[src/rtl/s_pl_elastic.sv]
// s_pl_elastic: DEPTH-stage elastic valid/ready pipeline with per-stage skid slots, flush and occupancy.
//   clk, rst_n          : clock, asynchronous active-low reset
//   ivld, irdy, idat    : upstream handshake and data
//   ovld, ordy, odat    : downstream handshake and data
//   flush               : synchronous discard of all held words
//   occ                 : number of words currently held (0..2*DEPTH)
module s_pl_elastic #(
    parameter int SIZE = 8,
    parameter int DEPTH = 2,
    parameter logic [SIZE-1:0] RST_VAL = {SIZE{1'b0}},
    parameter int CNT_W = $clog2(2*DEPTH+1)
) (
    input  logic             clk,
    input  logic             rst_n,
    input  logic             ivld,
    output logic             irdy,
    input  logic [SIZE-1:0]  idat,
    output logic             ovld,
    input  logic             ordy,
    output logic [SIZE-1:0]  odat,
    input  logic             flush,
    output logic [CNT_W-1:0] occ
);
    logic [DEPTH-1:0] mv, sv;
    logic [SIZE-1:0]  md [DEPTH];
    logic             en;
    // en keeps irdy low until the first clock after reset release
    always_ff @(posedge clk or negedge rst_n)
        if (!rst_n) en <= 1'b0;
        else en <= 1'b1;
    assign irdy = en & ~sv[0];
    assign ovld = mv[DEPTH-1];
    assign odat = md[DEPTH-1];
    for (genvar k = 0; k < DEPTH; k++) begin : g_st
        logic            in_v, take, m_v, s_v;
        logic [SIZE-1:0] in_d, m_d, s_d;
        if (k == 0) begin : g_in
            assign in_v = ivld & irdy;
            assign in_d = idat;
        end else begin : g_mid
            // upstream's main slot moves here whenever our skid slot is free
            assign in_v = mv[k-1] & ~sv[k];
            assign in_d = md[k-1];
        end
        if (k == DEPTH-1) begin : g_last
            assign take = m_v & ordy;
        end else begin : g_take
            assign take = m_v & ~sv[k+1];
        end
        always_ff @(posedge clk or negedge rst_n)
            if (!rst_n) begin
                m_v <= 1'b0;
                s_v <= 1'b0;
                m_d <= RST_VAL;
                s_d <= RST_VAL;
            end else if (flush) begin
                m_v <= 1'b0;
                s_v <= 1'b0;
                m_d <= RST_VAL;
                s_d <= RST_VAL;
            end else if (!m_v || take) begin
                if (s_v) begin
                    m_v <= 1'b1;
                    m_d <= s_d;
                    s_v <= 1'b0;
                end else begin
                    m_v <= in_v;
                    if (in_v) m_d <= in_d;
                end
            end else if (in_v) begin
                // main slot is stuck: park the arriving word, ready drops next cycle
                s_v <= 1'b1;
                s_d <= in_d;
            end
        assign mv[k] = m_v;
        assign sv[k] = s_v;
        assign md[k] = m_d;
    end
    always_ff @(posedge clk or negedge rst_n)
        if (!rst_n) occ <= '0;
        else if (flush) occ <= '0;
        else occ <= occ + CNT_W'(ivld & irdy) - CNT_W'(ovld & ordy);
endmodule

[config.mk]
export PLATFORM = sky130hd
export DESIGN_NAME = s_pl_elastic
export DESIGN_NICKNAME = d
export VERILOG_FILES = /design/src/rtl/s_pl_elastic.sv
export SDC_FILE = /design/constraint.sdc
export NUM_CORES = 1
export LEC_CHECK = 0
export BUFFER_PORTS_ARGS = -buffer_cell sky130_fd_sc_hd__buf_2
export CAP_MARGIN = 20
export CORE_UTILIZATION = 51
export CTS_BUF_LIST = sky130_fd_sc_hd__clkbuf_16
export CTS_CLUSTER_DIAMETER = 50
export DETAILED_ROUTE_END_ITERATION = 10
export PLACE_DENSITY = 0.83
export SLEW_MARGIN = 0
export SYNTH_ARGS = -nofsm -noshare
export SYNTH_HDL_FRONTEND = slang
export SYNTH_SLANG_ARGS = --single-unit
[constraint.sdc]
create_clock -name clk -period 1.98 [get_ports clk]
set_input_delay 0.198 -clock clk [delete_from_list [all_inputs] [get_ports clk]]
set_output_delay 0.198 -clock clk [all_outputs]
set_load 0.02 [all_outputs]
# After elaboration in Yosys (flattened, before gate mapping)
# Cells that the tools add are included.
# op_classes
n_addsub,2
n_eq_ne,2
mux,25
bitwise_logic,8
reduce_logical,16
# ops
cell,count
$mux 8,12
$mux 1,12
$reduce_bool 3->1,4
$reduce_and 2->1,4
$reduce_bool 2->1,4
$and 1x1->1,6
$ne 2x2->1 const B,2
$add 3x1->3,1
$mux 3,1
$sub 3x1->3,1
$logic_not 1->1,2
$logic_or 1x1->1,2
$not 1->1,2
# word_totals
regBits,40
inputBits,13
output_inout_bits,13

# Longest topological paths before layout
# Gate-level depths: netlist (run 1).
# depth
depth_word,7
ltp_mapped,9
depth_no_buf,8

# Worst setup path before layout (run 1)
# No wires, ideal clock.
# synth_timing
kind,register -> register
start,register g_st[0].s_v
end,register occ[2]
arrival_time_ns,1.743
required_time_ns,1.859
path_slack_ns,0.116
stages_incl_launch_ff,10
period_less_slack_ns,1.864
path_cell_list,dfrtp_1 buf_4 nand3b_4 ha_1 inv_1 ha_1 inv_1 fa_1 xnor2_1 nor2_1
# synth_via
elab_chain_len,6
# synth_rtl
element,line_no,rtl
"start, declared",35,"logic in_v, take, m_v, s_v;"
"start signal, assigned",53,s_v <= 1'b0;
"start signal, assigned",58,s_v <= 1'b0;
"start signal, assigned",65,s_v <= 1'b0;
$not 1->1,31,assign irdy = en & ~sv[0];
$and 1x1->1,31,
$and 1x1->1,82,else occ <= occ + CNT_W'(ivld & irdy) - CNT_W'(ovld & ordy);
$add 3x1->3,82,
$sub 3x1->3,82,
$mux 3,81,else if (flush) occ <= '0;
"end signal, assigned",82,
"end, declared",22,output logic [CNT_W-1:0] occ
# Every way passes these cells.
# A chain may end at the register's enable or synchronous reset.

# Worst setup path in the final report (run 1)
# layout_timing
start,register g_st[1].m_v (netlist: ovld)
end,register occ[2]
# layout_via
elab_chain_len,3
# layout_rtl
element,line_no,rtl
"start, declared",35,
"start signal, assigned",67,m_v <= in_v;
$and 1x1->1,82,
$sub 3x1->3,82,
$mux 3,81,
# Every way passes these cells.

==> results.cfg, run 1 <==
[outcome]
status = finished, final reports clean

[clock_tree]
clock_sinks = 40
cts_tree = yes
cts_resized = 0
postCtsSetupBuffers = 0
numCtsBuffers = 5
insertion_delay_ns = 0.27
clock-root-buffer = clkbuf_16
clkTransAtPathRegs_ns = 0.06
cts_buffer_depth = 2
htree_levels = 2
ctsHoldBuffers = 0

[yosys]
netlist.area_leader.share = 0.534
syn_area_per_cell_um2 = 13.2
synth_commonest_cells = dfrtp_1, mux2i_1, nor2_1
syn_nets = 158
synthFlopType = dfrtp_1
yosysMostFrequentCell = dfrtp_1
synth.lib_cells_used.distinct = 29
synth-edff-count = 0
synth_area_leaders = dfrtp_1, mux2i_1, o2bb2ai_2
synth_seq_area_share = 0.534
synth_async_sr_flop_share = 1.00
yosys.area.top_type = dfrtp_1
syn_area_mm2 = 0.00187
synth_seq_cells = 40
synth_cells = 142
yosys_warnings = 0

[sta]
slew_viol_final = 0
setup_violations = 0
worstMarginPinSlew_ns = 0.877
hold_violations = 0
final.min_clock_period_ns = 1.84
skew_ns = 0.00303
fin_crit_sh = 0.929
relSlewSlack = 0.415
rsz0062_at_grt = false
fmax_ghz = 0.544
finalSetupTns_ns = 0

[worst_setup_path]
critPathLaunchType = register
ff2ff_path_depth = 8
crit_end = occ[2]
path_class = reg2reg
crit_path_max_fanout = 4
r2r-end = occ[2]
worstSetupEndpointType = register
r2r_start = ovld
setup.worst_path.start = ovld
r2r_slack_ns = 0.14
cp.required_ns = 2.12
cp.arrival_ns = 1.97

[route]
drt_iter0_drc = 60
wirelength_um = 3510
first_pass_iters = 4
route.detailed.drc = 0
ant_nets = 0
avgViaCountPerCell = 5.60
wl_per_cell_um = 16.2
routed-via-count = 1210

[floorplan]
initial_core_util = 0.549
row_count = 21
die_h_um = 62.6
dieArea_mm2 = 0.00392
ios = 26
die_w_um = 62.6
coreArea_mm2 = 0.00342

[pwr]
vdd_ir_drop_max_v = 0.000517
pwr_density_cell_mw_per_mm2 = 812
power.leakage_uw = 0.00102

[layout]
multi_input_area_um2 = 825
antenna_cells = 0
drive_above_1_share = 0.329
regArea_mm2 = 0.00100
nets = 185
fillCellCount = 273
final_cells = 216
fin_area_mm2 = 0.00217
area.growth.synth_to_final_pct = 16.0
utilization = 0.637

[placement]
place_hpwl_um = 2430
place.gp.congestion = 0.754
io_buffer_count = 25
dpl-instance-area_mm2 = 0.00204
dp.cells = 208

[global_routing]
antenna_found_initial = 0
grt_overflow_total = 0
grt_pass1_wl_um = 5820
grt_max_degree = 41
grt_pass1_vias = 1269
track_usage = 0.195

[worst_hold_path]
hold_class = in2async

[run]
cap_violations = 0
## report_power, final
| group | leakage (uW) | total (uW) | internal [uW] | switching, uW |
|---|---|---|---|---|
| Sequential | 0.000550 | 864 | 843 | 21.4 |
| Clock | 0.0000738 | 738 | 452 | 285 |
| Combinational | 0.000394 | 165 | 62.7 | 102 |
| Total | 0.00102 | 1770 | 1360 | 409 |
## per-stage QoR
step / power, uW / hold WS [ns] / worst slack, ns
final: 1770 / 0.0405 / 0.142
after global routing: 1840 / 0.113 / 0.0359
after CTS: 1790 / 0.0692 / 0.119
after detailed placement: 1040 / 0.360 / 0.127
after global placement: 1030 / 0.338 / 0.248
after floorplan: 979 / -0.0976 / 0.116
## per-layer routing
| layer | share of wire | wire length, um | vias up | GRT usage |
|---|---|---|---|---|
| li1 | - | - | 557 | - |
| met1 | 0.42 | 1460 | 621 | 0.235 |
| met2 | 0.54 | 1890 | 25 | 0.330 |
| met3 | 0.030 | 106 | 7 | 0.0511 |
| met4 | 0.014 | 48 | 0 | 0.0843 |
| met5 | 0 | 0 | - | 0 |
## worst max-delay path, cell delays in order (launching register included)
cell and delay [ns]:
dfrtp_1 0.39, and2_1 0.17, ha_1 0.28, inv_1 0.06
ha_1 0.13, inv_1 0.05, fa_1 0.37, xnor2_1 0.18
nor2_1 0.06
## worst min path at each step
stage | endpoint | cells after the start
floorplan | en | 0
global placement | g_st[1].s_v | 1
detailed placement | occ[0] | 1
CTS | occ[0] | 1
global route | odat[3] | 1
finish | occ[0] | 1
## area by class of cell
class | instances | area share
multi-input combinational | 92 | 0.379
inverter | 2 | 0.00345
sequential | 40 | 0.460
clock inverter | 3 | 0.00518
clock buffer | 5 | 0.0575
timing repair buffer | 28 | 0.0679
tap | 46 | 0.0265
## flip-flops by register name (all words and copies together), names as in the netlist
name and count:
en 1, g_st.m_d 8, g_st.m_v 1, g_st.s_d 16, g_st.s_v 2, occ 3, odat 8, ovld 1
## placed cells by master (no fill, tap or decap)
cell type / n
nor3_4: 1
a31oi_2: 1
xnor2_1: 1
nor2b_1: 1
mux2_2: 8
clkbuf_16: 5
o21ba_2: 1
nor4bb_2: 1
dfrtp_1: 40
a22o_1: 8
mux2i_1: 24
nand3b_4: 1
xor2_1: 1
ha_1: 2
nor2_1: 19
nand2_1: 1
or2_1: 1
buf_2: 25
or3_1: 1
a21oi_4: 1
fa_1: 1
nand2b_1: 1
clkinv_1: 1
inv_1: 4
nor3_1: 2
conb_1: 1
nor2b_2: 1
a21oi_1: 3
o2bb2ai_2: 8
and2_1: 2
buf_4: 3
## logic make-up (layout without fill, tap and decap cells)
kind of cell | count (synthesis) | after routing | share of synthesized area
other | 1 | 1 | 0.00200
AO/OA/AOI/OAI | 22 | 22 | 0.130
XOR/XNOR | 2 | 2 | 0.00935
multiplexers | 32 | 32 | 0.176
AND/OR/NAND/NOR | 32 | 32 | 0.0948
buffers and inverters | 10 | 38 | 0.0294
flip-flops | 40 | 40 | 0.534
adder cells (fa/ha/maj) | 3 | 3 | 0.0240
Power figures use the tool's default switching activity.
==> inputs of run 2 (changes only) <==
Settings changed: CORE_MARGIN set to 4.
==> results.cfg, run 2 (same netlist as run 1, synthesis figures left out) <==
[worst_setup_path]
r2r-end = occ[2]
r2r_start = ovld
path_class = reg2reg
crit_end = occ[2]
r2r_slack_ns = 0.19
crit_path_max_fanout = 4
cp.arrival_ns = 1.93
ff2ff_path_depth = 8
setup.worst_path.start = ovld
critPathLaunchType = register
cp.required_ns = 2.12
worstSetupEndpointType = register

[pwr]
power.leakage_uw = 0.00105
vdd_ir_drop_max_v = 0.00107
pwr_density_cell_mw_per_mm2 = 967

[layout]
drive_above_1_share = 0.347
top_register = g_st.s_d
nets = 185
final_cells = 216
area.growth.synth_to_final_pct = 20.2
final_cell_mix = dfrtp_1, buf_2, mux2i_1
antenna_cells = 0
largest_register_ffs = 16
layout_commonest_cell = dfrtp_1

[clock_tree]
ctsHoldBuffers = 0
cts_resized = 0
postCtsSetupBuffers = 0
clkTransAtPathRegs_ns = 0.06
numCtsBuffers = 5
clock_sinks = 40
clock-root-buffer = clkbuf_16
cts_tree = yes
cts_buffer_depth = 2
insertion_delay_ns = 0.28
htree_levels = 2

[placement]
place_hpwl_um = 2420
io_buffer_count = 25
place.gp.congestion = 0.662
dp.cells = 208

[worst_hold_path]
hold_class = in2async

[route]
top_layer = met4
wirelength_um = 3490
wl_met1_um = 1400
wl_per_cell_um = 16.1
ant_nets = 0
avgViaCountPerCell = 5.47
wl_met3_um = 153
wl_met2_um = 1840
drt_iter0_drc = 46
route.detailed.drc = 0
first_pass_iters = 4
routed-via-count = 1182

[floorplan]
ios = 26
coreArea_mm2 = 0.00344
die_h_um = 68.6
initial_core_util = 0.545
dieArea_mm2 = 0.00471
row_count = 21
die_w_um = 68.6

[sta]
finalSetupTns_ns = 0
worstMarginPinSlew_ns = 0.852
slew_viol_final = 0
final.min_clock_period_ns = 1.79
rsz0062_at_grt = false
setup_violations = 0
skew_ns = 0.00566
hold_violations = 0
fin_crit_sh = 0.904
fmax_ghz = 0.559
relSlewSlack = 0.432

[global_routing]
antenna_found_initial = 0
track_usage = 0.179
grt_pass1_vias = 1220
grt_pass1_wl_um = 5990
grt_max_degree = 41
grt_overflow_total = 0

[outcome]
status = finished, final reports clean

[run]
cap_violations = 0
## run 2: worst max-delay path, cell delays in order (launching register included)
cell,delay (ns)
dfrtp_1,0.40
and2_1,0.17
ha_1,0.29
inv_1,0.06
ha_1,0.13
inv_1,0.04
fa_1,0.36
xnor2_1,0.16
nor2_1,0.05
## run 2: stage by stage
step                hold slack [ns]  setup WS [ns]  power, uW  cell area, um2  utilization
floorplan                   -0.0976          0.116        979            1870            -
global placement              0.335          0.242       1030            2040        0.592
detailed placement            0.362          0.194       1040            2040        0.592
CTS                          0.0504          0.174       2210            2250        0.655
global route                 0.0983         0.0911       2260            2250        0.655
finish                       0.0270          0.191       2180            2250        0.655
## run 2: power by group
part           leakage [uW]  switching [uW]  total, uW  internal (uW)
registers          0.000550            19.6        862            843
logic              0.000394             101        164           63.0
clock network      0.000104             305       1150            849
## run 2: worst min path at each step
stage	from	to	slack [ns]
2_1_floorplan	rst_n	en	-0.1
3_3_place_gp	rst_n	odat[1]	0.34
3_5_place_dp	rst_n	occ[0]	0.36
4_1_cts	rst_n	ovld	0.05
5_1_grt	rst_n	occ[0]	0.1
6_report	rst_n	odat[1]	0.03
## run 2: cell type report
type | instances | area (um2)
timing repair buffer | 28 | 148
tap | 46 | 57.6
sequential | 40 | 1000
clock buffer | 5 | 125
clock inverter | 3 | 90.1
fill | 260 | 1190
multi-input combinational | 92 | 825
inverter | 2 | 7.51
## run 2: metal layers
metal | vias up | GRT usage
li1 | 560 | -
met1 | 588 | 0.224
met2 | 24 | 0.291
met3 | 10 | 0.0486
met4 | 0 | 0.0769
met5 | - | 0
